[src/rtl/div_unit.sv]
// div_unit: multi-cycle radix-2 restoring divider for DIV/DIVU.
// Remainder is presented on hi_out, quotient on lo_out.
module div_unit #(
  parameter int WIDTH = 32
) (
  input  logic             clk,
  input  logic             rst,
  input  logic             start,
  input  logic             signed_div,
  input  logic [WIDTH-1:0] a,
  input  logic [WIDTH-1:0] b,
  input  logic             annul,
  output logic             div_stall,
  output logic             ready,
  output logic [WIDTH-1:0] hi_out,
  output logic [WIDTH-1:0] lo_out
);

  localparam int CW = $clog2(WIDTH);
  localparam logic [CW-1:0] LAST = CW'(WIDTH - 1);

  typedef enum logic [1:0] {
    IDLE,
    BUSY,
    DONE
  } state_t;

  state_t state, state_nx;

  logic [CW-1:0]    cnt, cnt_nx;
  logic [WIDTH-1:0] rem, rem_nx;
  logic [WIDTH-1:0] quo, quo_nx;
  logic [WIDTH-1:0] dvsr, dvsr_nx;
  logic             neg_q, neg_q_nx;
  logic             neg_r, neg_r_nx;
  logic [WIDTH-1:0] hi_q, lo_q;

  logic             a_neg, b_neg;
  logic [WIDTH-1:0] abs_a, abs_b;
  logic [WIDTH:0]   shifted, trial;
  logic [WIDTH-1:0] q_fix, r_fix;
  logic             show;

  assign a_neg = signed_div & a[WIDTH-1];
  assign b_neg = signed_div & b[WIDTH-1];
  assign abs_a = a_neg ? -a : a;
  assign abs_b = b_neg ? -b : b;

  // quo doubles as the dividend shift register; its MSB feeds rem
  assign shifted = {rem, quo[WIDTH-1]};
  assign trial   = shifted - {1'b0, dvsr};

  always_comb begin
    state_nx = state;
    cnt_nx   = cnt;
    rem_nx   = rem;
    quo_nx   = quo;
    dvsr_nx  = dvsr;
    neg_q_nx = neg_q;
    neg_r_nx = neg_r;
    unique case (state)
      IDLE: begin
        if (start && !annul) begin
          cnt_nx = '0;
          if (b == '0) begin
            rem_nx   = a;
            quo_nx   = '1;
            neg_q_nx = 1'b0;
            neg_r_nx = 1'b0;
            state_nx = DONE;
          end else begin
            rem_nx   = '0;
            quo_nx   = abs_a;
            dvsr_nx  = abs_b;
            neg_q_nx = a_neg ^ b_neg;
            neg_r_nx = a_neg;
            state_nx = BUSY;
          end
        end
      end
      BUSY: begin
        if (trial[WIDTH]) begin
          rem_nx = shifted[WIDTH-1:0];
          quo_nx = {quo[WIDTH-2:0], 1'b0};
        end else begin
          rem_nx = trial[WIDTH-1:0];
          quo_nx = {quo[WIDTH-2:0], 1'b1};
        end
        cnt_nx = cnt + 1'b1;
        if (annul) begin
          state_nx = IDLE;
        end else if (cnt == LAST) begin
          state_nx = DONE;
        end
      end
      DONE: begin
        state_nx = IDLE;
      end
      default: begin
        state_nx = IDLE;
      end
    endcase
  end

  always_ff @(posedge clk or posedge rst) begin
    if (rst) begin
      state <= IDLE;
      cnt   <= '0;
      rem   <= '0;
      quo   <= '0;
      dvsr  <= '0;
      neg_q <= 1'b0;
      neg_r <= 1'b0;
    end else begin
      state <= state_nx;
      cnt   <= cnt_nx;
      rem   <= rem_nx;
      quo   <= quo_nx;
      dvsr  <= dvsr_nx;
      neg_q <= neg_q_nx;
      neg_r <= neg_r_nx;
    end
  end

  assign q_fix = neg_q ? -quo : quo;
  assign r_fix = neg_r ? -rem : rem;

  // an annulled DONE cycle shows and keeps the previous result
  assign show = (state == DONE) && !annul;

  always_ff @(posedge clk or posedge rst) begin
    if (rst) begin
      hi_q <= '0;
      lo_q <= '0;
    end else if (show) begin
      hi_q <= r_fix;
      lo_q <= q_fix;
    end
  end

  assign ready     = show;
  assign hi_out    = show ? r_fix : hi_q;
  assign lo_out    = show ? q_fix : lo_q;
  assign div_stall = ((state == IDLE) && start) || (state == BUSY);

endmodule
[config.mk]
export PLATFORM = sky130hd
export DESIGN_NAME = div_unit
export DESIGN_NICKNAME = d
export VERILOG_FILES = /design/src/rtl/div_unit.sv
export SDC_FILE = /design/constraint.sdc
export NUM_CORES = 1
export LEC_CHECK = 0
export ABC_AREA = 0
export BUFFER_PORTS_ARGS = -buffer_cell sky130_fd_sc_hd__buf_2
export CELL_PAD_IN_SITES_DETAIL_PLACEMENT = 2
export CELL_PAD_IN_SITES_GLOBAL_PLACEMENT = 2
export CORE_ASPECT_RATIO = 1.75
export CORE_MARGIN = 1.5
export CORE_UTILIZATION = 38
export DETAILED_ROUTE_END_ITERATION = 16
export PLACE_DENSITY_LB_ADDON = 0.1
export SYNTH_ARGS = -nofsm -noshare
export SYNTH_HDL_FRONTEND = slang
export SYNTH_SLANG_ARGS = --single-unit
[constraint.sdc]
create_clock -name clk -period 15.5 [get_ports clk]
set_input_delay 1.55 -clock clk [delete_from_list [all_inputs] [get_ports clk]]
set_output_delay 1.55 -clock clk [all_outputs]
set_load 0.03 [all_outputs]
==> results.toml, run 1 <==
[global_route]
grt_pass1_wl_mm = 65.58
grt.total_usage_pct = 27.12
grt_max_degree = 102
antenna_found_initial = 2
grt_pass1_vias = 11850
overflow = 0

[synthesis]
ys_seq_elements = 169
synth_xor_area_share_pct = 10.89
synth-edff-count = 0
synthCells = 1402
synth-compound-area-share_pct = 25.14
synth_top_family_by_area = "compound AO/OA/AOI/OAI gates"
synthAdderAreaFrac_pct = 4.307
synth_largest_area_cell = "dfrtp_1"
yosysTopAreaCellShare_pct = 36.76
synth_area_leaders = "dfrtp_1, xor2_1, o21ai_0"
ys_types = 71
synthSimpleGateAreaFrac_pct = 17.77
syn_area_mm2 = 0.01150
ys.flop_type = "dfrtp_1"
syn_nets = 1510
syn_area_per_cell_um2 = 8.206
async_flop_share_pct = 100.0
synthMuxAreaShare_pct = 0.8809
seq_area_frac_synth_pct = 36.76
yosysWarnings = 0

[placed_design]
dpl.cell_count = 1867
io_buffers = 134
place_congestion = 0.8529
dp_hpwl_mm = 31.73

[sta]
fin_crit_sh_pct = 35.86
drv_slew = 0
period_needed_ns = 5.559
setup_tns_ns = 0
max_freq_ghz = 0.1799
fin_skew_ns = 0.009650
tightest_slew_ns = 1.078
rsz0062_at_grt = "false"
holdWs_ns = 0.4896
slew_headroom_pct = 28.12
setup_viol = 0
hold_viol = 0

[pwr]
combPwrFrac_pct = 59.6
p_sw_mw = 1.550
internal_power_mw = 1.519
seqPwrFrac_pct = 26.0
sw_frac_of_total_pct = 50.50
power-per-cell-area_mw_per_mm2 = 233.1
ir_drop_uv = 93.77
power_frac_clock_pct = 14.4
p_leak_nw = 6.006

[floorplanning]
die-area_mm2 = 0.03137
core-area_mm2 = 0.02995
num_io_pins = 135
die_w_um = 134.5
start_util_pct = 38.41
row_count = 84
dieHeight_um = 233.2

[layout]
final_cell_mix = "nand2_1, dfrtp_1, o21ai_0"
final_common_cell = "nand2_1"
fin_cells = 1900
drive_gt1_share_pct = 14.03
syn2layout_area_growth_pct = 14.43
num-nets-final = 1607
final_util_pct = 43.95
fillers = 3502

[clock_tree]
clk_pin_slew_ns = 0.07
ctsResizeCount = 0
ctsHoldBuffers = 0
clk_path_buf_depth = 2
post_cts_buffers = 0
clk_latency_ns = 0.47
cts_sinks = 169
cts_max_level = 4
cts_tree = "yes"
cts-root-buf = "clkbuf_16"
cts_inserted_buffers = 17

[setup_path]
cp_max_fo = 7
criticalPathCategory = "flop to output pin"
path_depth = 9
cp-end-kind = "output pin"
crit_path_frequent_cell = "or3_4"
slowest_stage = "or4b_1"
start_kind = "flop"
cp.arrival_ns = 4.01
slowest_delay_ns = 0.63
crit_required_ns = 13.95
crit_family = "simple AND/OR/NAND/NOR gates"
rr_worst_depth = 10
critPathBufInv = 1
crit_chain = "nor4_1 > nand2_1 > or4b_1 > or3_4 > or3_4 > o31ai_4 > xnor2_1 > o21ai_1 > buf_2"

[routing]
drtPass1Iterations = 4
wire_per_inst_um = 21.90
viasPerCell = 5.769
vias = 10960
drc = 0
drt_iter0_markers = 390
ant_nets = 0
totalWireLength_mm = 41.62

[hold_path]
hold-path-cell-count = 2
hp-class = "flop to flop"

[flow_run]
max_cap_violations = 0

[run_status]
status = "complete, no violations"
-- final cells by class --
cell class                      count  area (um^2)  share of cell area [%]
Multi-Input combinational cell   1105         6829                   51.87
Sequential cell                   169         4229                   32.12
Timing Repair Buffer              156        835.8                   6.349
Tap cell                          387        484.2                   3.678
Clock buffer                       21        470.5                   3.573
Inverter                           50        192.7                   1.464
Clock inverter                     10        118.9                  0.9029
Antenna cell                        2        5.005                 0.03802
-- path summary, 6_finish.rpt --
path | from | endpoint | slack (ns)
max in group asynchronous | rst | dvsr[31] | 13.11
worst min register to register | hi_q[9] | hi_q[9] | 0.49
worst max-delay path | quo[2] | lo_out[31] | 9.94
worst max register to register | rem[20] | quo[0] | 11.17
min in group asynchronous | rst | lo_q[5] | 1.10
worst min-delay path | hi_q[9] | hi_q[9] | 0.49
-- sequential cells by signal, indices dropped and copies added (netlist names) --
register,count
cnt,5
dvsr,32
hi_q,32
lo_q,32
neg_q,1
neg_r,1
quo,32
rem,32
state,2
-- cell families (layout without fill, tap and decap cells) --
logic type,Yosys count,after routing
xor+xnor,143,143
flops,169,169
simple gates,431,431
buf+inv,128,237
other cells,0,2
fa+ha+maj,39,39
mux,10,10
compound gates,482,482
-- synthesized netlist by cell type, types with 16 or more instances --
master    count
nor4_1       16
ha_1         38
a21o_1       41
o21ai_0     159
o21ai_1      22
nor2_1       71
o31ai_1      26
a21oi_1     138
xor2_1       91
clkbuf_1     71
inv_1        50
nor3_1       20
nand2_1     209
xnor2_1      52
dfrtp_1     169
o41ai_1      17
-- tightest hold or removal path: stages, from the launching register on --
cell and delay (ns):
dfrtp_1 0.32, nand2_1 0.04, o21ai_0 0.08
-- layer usage --
layer	vias up	track usage [%]	wire [um]
met1	5575	28.65	15790
met2	169	53.65	23530
met3	54	2.691	893
li1	5164	-	-
met5	-	0	0
met4	0	11.12	1401
-- power by group through the flow --
stage | clock [mW] | sequential (mW) | combinational, mW
2_1_floorplan | 0 | 0.700 | 1.33
3_3_place_gp | 0 | 0.788 | 1.73
3_5_place_dp | 0 | 0.802 | 1.80
4_1_cts | 0.449 | 0.797 | 1.84
5_1_grt | 0.463 | 0.815 | 2.02
6_report | 0.442 | 0.799 | 1.83
-- stage by stage --
step                      worst slack (ns)  cell area (um^2)  total power [mW]
after floorplan                      9.375             11500             2.028
after global placement               10.46             12570             2.516
after detailed placement             10.39             12570             2.606
after CTS                            9.898             13160             3.086
after global routing                 9.817             13170             3.296
final                                9.941             13170             3.068
No activity file was read; power rests on OpenSTA's default activity.
==> inputs of run 2 (changes only) <==
- ABC_AREA: 0 -> 1
- CORE_UTILIZATION: 38 -> 30
- clock period: 15.5 -> 5 ns (I/O delays scaled with it)
==> run 2 against run 1 <==
Non-clock buffer count decreased by 9. Sequential power increased to 3.1 times the previous value. Cell area increased by 14%. Clock power increased to 3.3 times the previous value. Power increased to 3.3 times the previous value. Sequential share of layout area decreased by 4.0 points. Combinational power increased to 3.4 times the previous value. Via count increased by 25%. Utilization decreased by 9.3 points. Flip-flop and latch count unchanged.
==> results.toml, run 2 <==
[layout]
seqCellArea_mm2 = 0.004229
final_cell_mix = "nand2_1, inv_1, nor2_1"
fillers = 5390
final_common_cell = "nand2_1"
multi_input_area_mm2 = 0.007350
drive_gt1_share_pct = 10.48
antenna_cells = 0
num-nets-final = 2262
finalInstanceArea_mm2 = 0.01505
syn2layout_area_growth_pct = 13.94

[sta]
setup_viol = 0
rsz0062_at_grt = "false"
fin_skew_ns = 0.01924
tightest_slew_ns = 0.9800
period_needed_ns = 3.871
slew_headroom_pct = 34.66
setup_tns_ns = 0
drv_slew = 0
max_freq_ghz = 0.2583
setup_slack_ns = 1.129
fin_crit_sh_pct = 77.42
hold_viol = 0
holdWs_ns = 0.1424

[routing]
ant_nets = 0
met1Wirelength_mm = 20.64
drt_iter0_markers = 453
route.met3.wl_um = 971
viasPerCell = 5.028
vias = 13740
routed-wl-met2_mm = 32.00
top_layer = "met4"
wire_per_inst_um = 20.84
totalWireLength_mm = 56.96
drc = 0
drtPass1Iterations = 4

[floorplanning]
dieHeight_um = 280.5
start_util_pct = 30.38
core-area_mm2 = 0.04347
row_count = 101
die_w_um = 161.6
die-area_mm2 = 0.04533
num_io_pins = 135

[setup_path]
slowest_stage = "nor2_1"
slowest_delay_ns = 0.55
cp-end-kind = "output pin"
critPathBufInv = 2
path_depth = 10
crit_family = "simple AND/OR/NAND/NOR gates"
crit_path_frequent_cell = "nand3_1"
crit_required_ns = 4.50
start_kind = "flop"
cp_max_fo = 6
cp.arrival_ns = 3.37
rr_worst_depth = 18
crit_chain = "inv_1 > nand3_1 > nor3_1 > nand4_1 > nor2_1 > nand4_1 > nand3_1 > nand3_1 > nand2_1 > buf_2"
criticalPathCategory = "flop to output pin"

[pwr]
power-per-cell-area_mw_per_mm2 = 678.9
finalPower_mw = 10.21
p_leak_nw = 8.100
ir_drop_uv = 267.6

[synthesis]
yosysWarnings = 0
seq_area_frac_synth_pct = 32.03
netlist_top_cells_count = "nand2_1, inv_1, nor2_1, dfrtp_1, nand3_1"
synthCells = 2052
ys_types = 46
ys_seq_elements = 169
synth-edff-count = 0
syn_nets = 2160
ys.flop_type = "dfrtp_1"
syn_area_mm2 = 0.01321
syn_area_per_cell_um2 = 6.435
yosysMostFrequentCell = "nand2_1"
async_flop_share_pct = 100.0
yosysTopAreaCellShare_pct = 32.03
synth_largest_area_cell = "dfrtp_1"
synth_area_leaders = "dfrtp_1, nand2_1, inv_1"

[clock_tree]
cts-root-buf = "clkbuf_16"
cts_inserted_buffers = 17
ctsResizeCount = 0
cts_sinks = 169
clk_path_buf_depth = 2
clk_pin_slew_ns = 0.09
cts_tree = "yes"
clk_latency_ns = 0.47
ctsHoldBuffers = 0
post_cts_buffers = 0
cts_max_level = 4

[global_route]
grt_pass1_wl_mm = 88.49
grt.total_usage_pct = 25.83
grt_pass1_vias = 15540
grt_max_degree = 102
antenna_found_initial = 1
overflow = 0

[hold_path]
hp-class = "primary input to asynchronous set/reset pin"

[run_status]
status = "complete, no violations"

[placed_design]
dp_hpwl_mm = 46.92
place_congestion = 0.8802
dpl_worst_slack_ns = 1.581
io_buffers = 134
placed_area_mm2 = 0.01440

[flow_run]
max_cap_violations = 0
## run 2: cell types whose count changed in the layout (fill, tap and decap cells not counted), moves of 39 or more
| cell | change |
|---|---|
| o21ai_0 | -43 |
| nor2_1 | +132 |
| a21o_1 | -39 |
| a21oi_1 | -56 |
| nand2_1 | +380 |
| inv_1 | +301 |
| nand3_1 | +117 |
## run 2: layout make-up
cell class	instances	share of cell area (%)
Multi-Input combinational cell	1466	48.85
Inverter	353	8.840
Timing Repair Buffer	147	5.189
Sequential cell	169	28.11
Clock inverter	15	1.480
Tap cell	566	4.707
Clock buffer	17	2.827
## run 2: final timing paths
kind                       slack (ns)         end      from
hold / removal                   0.14    lo_q[30]       rst
setup reg to reg                 1.97     rem[29]   quo[31]
max in group asynchronous        3.97       neg_r       rst
hold reg to reg                  0.48    hi_q[21]  hi_q[21]
setup / recovery                 1.13  lo_out[31]    quo[2]
min in group clk                 0.34       neg_q     b[31]
## run 2: metrics by stage
stage                     cells  util, %
final                      2733    34.61
after global routing       2733    34.61
after CTS                  2733    34.61
after floorplan            2052        -
after global placement     2701    33.12
after detailed placement   2701    33.12
## run 2: layer usage
layer  up-vias  GRT usage (%)
met4         0          14.72
met5         -              0
met3       101          2.188
met1      6825          25.32
met2       198          51.76
li1       6617              -
## run 2: power by group
part	leakage [nW]	internal, mW	switching, mW	total [mW]
Sequential	2.10	1.91	0.562	2.47
Clock	0.311	0.706	0.769	1.48
Combinational	5.69	1.82	4.44	6.27
Total	8.10	4.44	5.77	10.2
## run 2: worst register-to-register path, stage by stage (launching register included)
cell	delay, ns
dfrtp_1	0.35
inv_1	0.11
ha_1	0.24
fa_1	0.42
inv_1	0.10
nand3_1	0.08
nand2_2	0.13
nand2_1	0.06
nand2_1	0.18
nand2_1	0.11
nand2_2	0.09
nand2_2	0.08
nand2_2	0.08
nand2_2	0.12
nand2_4	0.34
nand2_1	0.13
nand2_1	0.10
nand2_1	0.06
a21oi_1	0.17
## run 2: logic make-up (layout without fill, tap and decap cells)
kind of cell	Yosys count	in the layout	synth area share [%]
flops	169	169	32.03
buf+inv	417	532	12.39
xor+xnor	107	107	7.097
fa+ha+maj	39	39	3.752
compound gates	313	313	13.04
simple gates	1007	1007	31.69
==> inputs of run 3 (changes only) <==
- CORE_UTILIZATION: 30 -> 33
- clock period: 5 -> 3.8 ns (I/O delays scaled with it)
==> run 3 against run 2 <==
First-iteration DRC count decreased by 21%. Combinational power increased by 32%. Flip-flop and latch count unchanged. Critical endpoint is now lo_out[27]. Final cell count decreased by 2.4%. Register-to-register slack got worse by 1.1 ns. Power increased by 31%. Clock power increased by 28%. Sequential share of layout area about the same. Global-route usage increased by 2.2 points. Via count increased by 0.55%. Critical path depth increased by 2. Highest routed layer unchanged.
==> results.toml, run 3 (synthesized netlist as in run 2, its figures left out) <==
[run_status]
status = "complete, no violations"

[pwr]
combPwrFrac_pct = 61.7
ir_drop_uv = 322.0
power-per-cell-area_mw_per_mm2 = 891.9
sw_frac_of_total_pct = 56.39
seqPwrFrac_pct = 24.1
power_frac_clock_pct = 14.2
internal_power_mw = 5.852
p_leak_nw = 8.155
p_sw_mw = 7.568

[setup_path]
slowest_delay_ns = 0.56
rr_startpoint = "quo[31]"
crit_chain = "inv_1 > nand3_1 > nor3_1 > nand4_1 > nor2_1 > nand3_1 > nand2_1 > nand2_1 > nand2_1 > nand3_1 > nand2_1 > buf_2"
cp_max_fo = 6
slowest_stage = "nor2_1"
start_kind = "flop"
crit_required_ns = 3.42
worstSetupStartpoint = "quo[0]"
criticalPathCategory = "flop to output pin"
ff2ff_setup_slack_ns = 0.84
crit_path_frequent_cell = "nand2_1"
cp.arrival_ns = 3.14
cp-end-kind = "output pin"

[global_route]
grt.total_usage_pct = 28.03
antenna_found_initial = 1
overflow = 0
grt_max_degree = 92
grt_pass1_wl_mm = 87.26
grt_pass1_vias = 15570

[floorplanning]
die_w_um = 154.2
dieHeight_um = 267.6
row_count = 96
core-area_mm2 = 0.03928
start_util_pct = 33.62
num_io_pins = 135
die-area_mm2 = 0.04127

[clock_tree]
cts_tree = "yes"
clk_path_buf_depth = 2
ctsHoldBuffers = 0
cts_max_level = 4
cts_sinks = 169
cts-root-buf = "clkbuf_16"
cts_inserted_buffers = 17
clk_latency_ns = 0.47
post_cts_buffers = 0
ctsResizeCount = 0
clk_pin_slew_ns = 0.09

[sta]
setup_tns_ns = 0
setup_viol = 0
fin_crit_sh_pct = 92.51
fin_skew_ns = 0.02231
tightest_slew_ns = 0.7578
period_needed_ns = 3.515
max_freq_ghz = 0.2845
rsz0062_at_grt = "false"
holdWs_ns = 0.04716
drv_slew = 0
hold_viol = 0
slew_headroom_pct = 49.48

[routing]
totalWireLength_mm = 56.31
vias = 13820
drc = 0
drt_iter0_markers = 358
wire_per_inst_um = 21.11
viasPerCell = 5.179
ant_nets = 0
drtPass1Iterations = 4

[layout]
fillers = 4931
final_cell_mix = "nand2_1, inv_1, nor2_1"
drive_gt1_share_pct = 10.89
final_util_pct = 38.31
final_common_cell = "nand2_1"
syn2layout_area_growth_pct = 13.95
num-nets-final = 2272

[placed_design]
dp_hpwl_mm = 46.03
io_buffers = 134
place_congestion = 0.8881

[hold_path]
hp-class = "primary input to asynchronous set/reset pin"

[flow_run]
max_cap_violations = 0
[run 3: cell count changes in the layout (fill, tap and decap cells not counted), sizes merged]
cell and change:
diode +1, clkinv -1, inv +1, buf +10
[run 3: final timing paths]
path                               to  depth (start not counted)
hold / removal                quo[29]                          3
setup reg to reg               rem[8]                         17
hold reg to reg              lo_q[25]                          2
min in group clk                neg_q                          2
max in group asynchronous    dvsr[16]                          3
setup / recovery           lo_out[27]                         12
[run 3: power by group through the flow]
stage / logic, mW / clock network, mW / registers [mW]
detailed placement: 8.32 / 0 / 3.26
floorplan: 5.72 / 0 / 2.96
finish: 8.28 / 1.90 / 3.24
CTS: 8.40 / 1.95 / 3.23
global placement: 8.04 / 0 / 3.23
global route: 9.23 / 1.99 / 3.33
[run 3: per-layer routing]
metal	global-route usage, %	vias to the layer above	routed length [um]
met3	2.217	105	812
li1	-	6633	-
met1	27.86	6875	20670
met2	55.08	204	31110
met4	18.34	0	3715
met5	0	-	0
[run 3: cell type report]
class                   count  area, um^2  area share (%)
multi-input cells        1466        7350           48.84
flip-flops and latches    169        4229           28.11
inverters                 353        1330           8.839
repair buffers            157       893.4           5.937
well taps                 490       613.1           4.075
clock buffers              17       425.4           2.827
clock inverters            15       203.9           1.355
diodes                      1       2.502         0.01663
[run 3: stage by stage]
step           cells  area [um^2]  power [mW]  setup slack (ns)
6_report        2668        15050       13.42            0.2845
5_1_grt         2668        15050       14.55          0.008744
4_1_cts         2667        15040       13.59            0.2201
3_5_place_dp    2635        14420       11.58            0.7578
3_3_place_gp    2635        14420       11.27            0.7399
2_1_floorplan   2052        13210       8.676             1.197
[run 3: worst max-delay path, delay by kind of cell, from the launching register on]
family	cells	cell delay (ns)
AND/OR/NAND/NOR	10	1.91
buffers and inverters	2	0.34
flip-flops	1	0.41
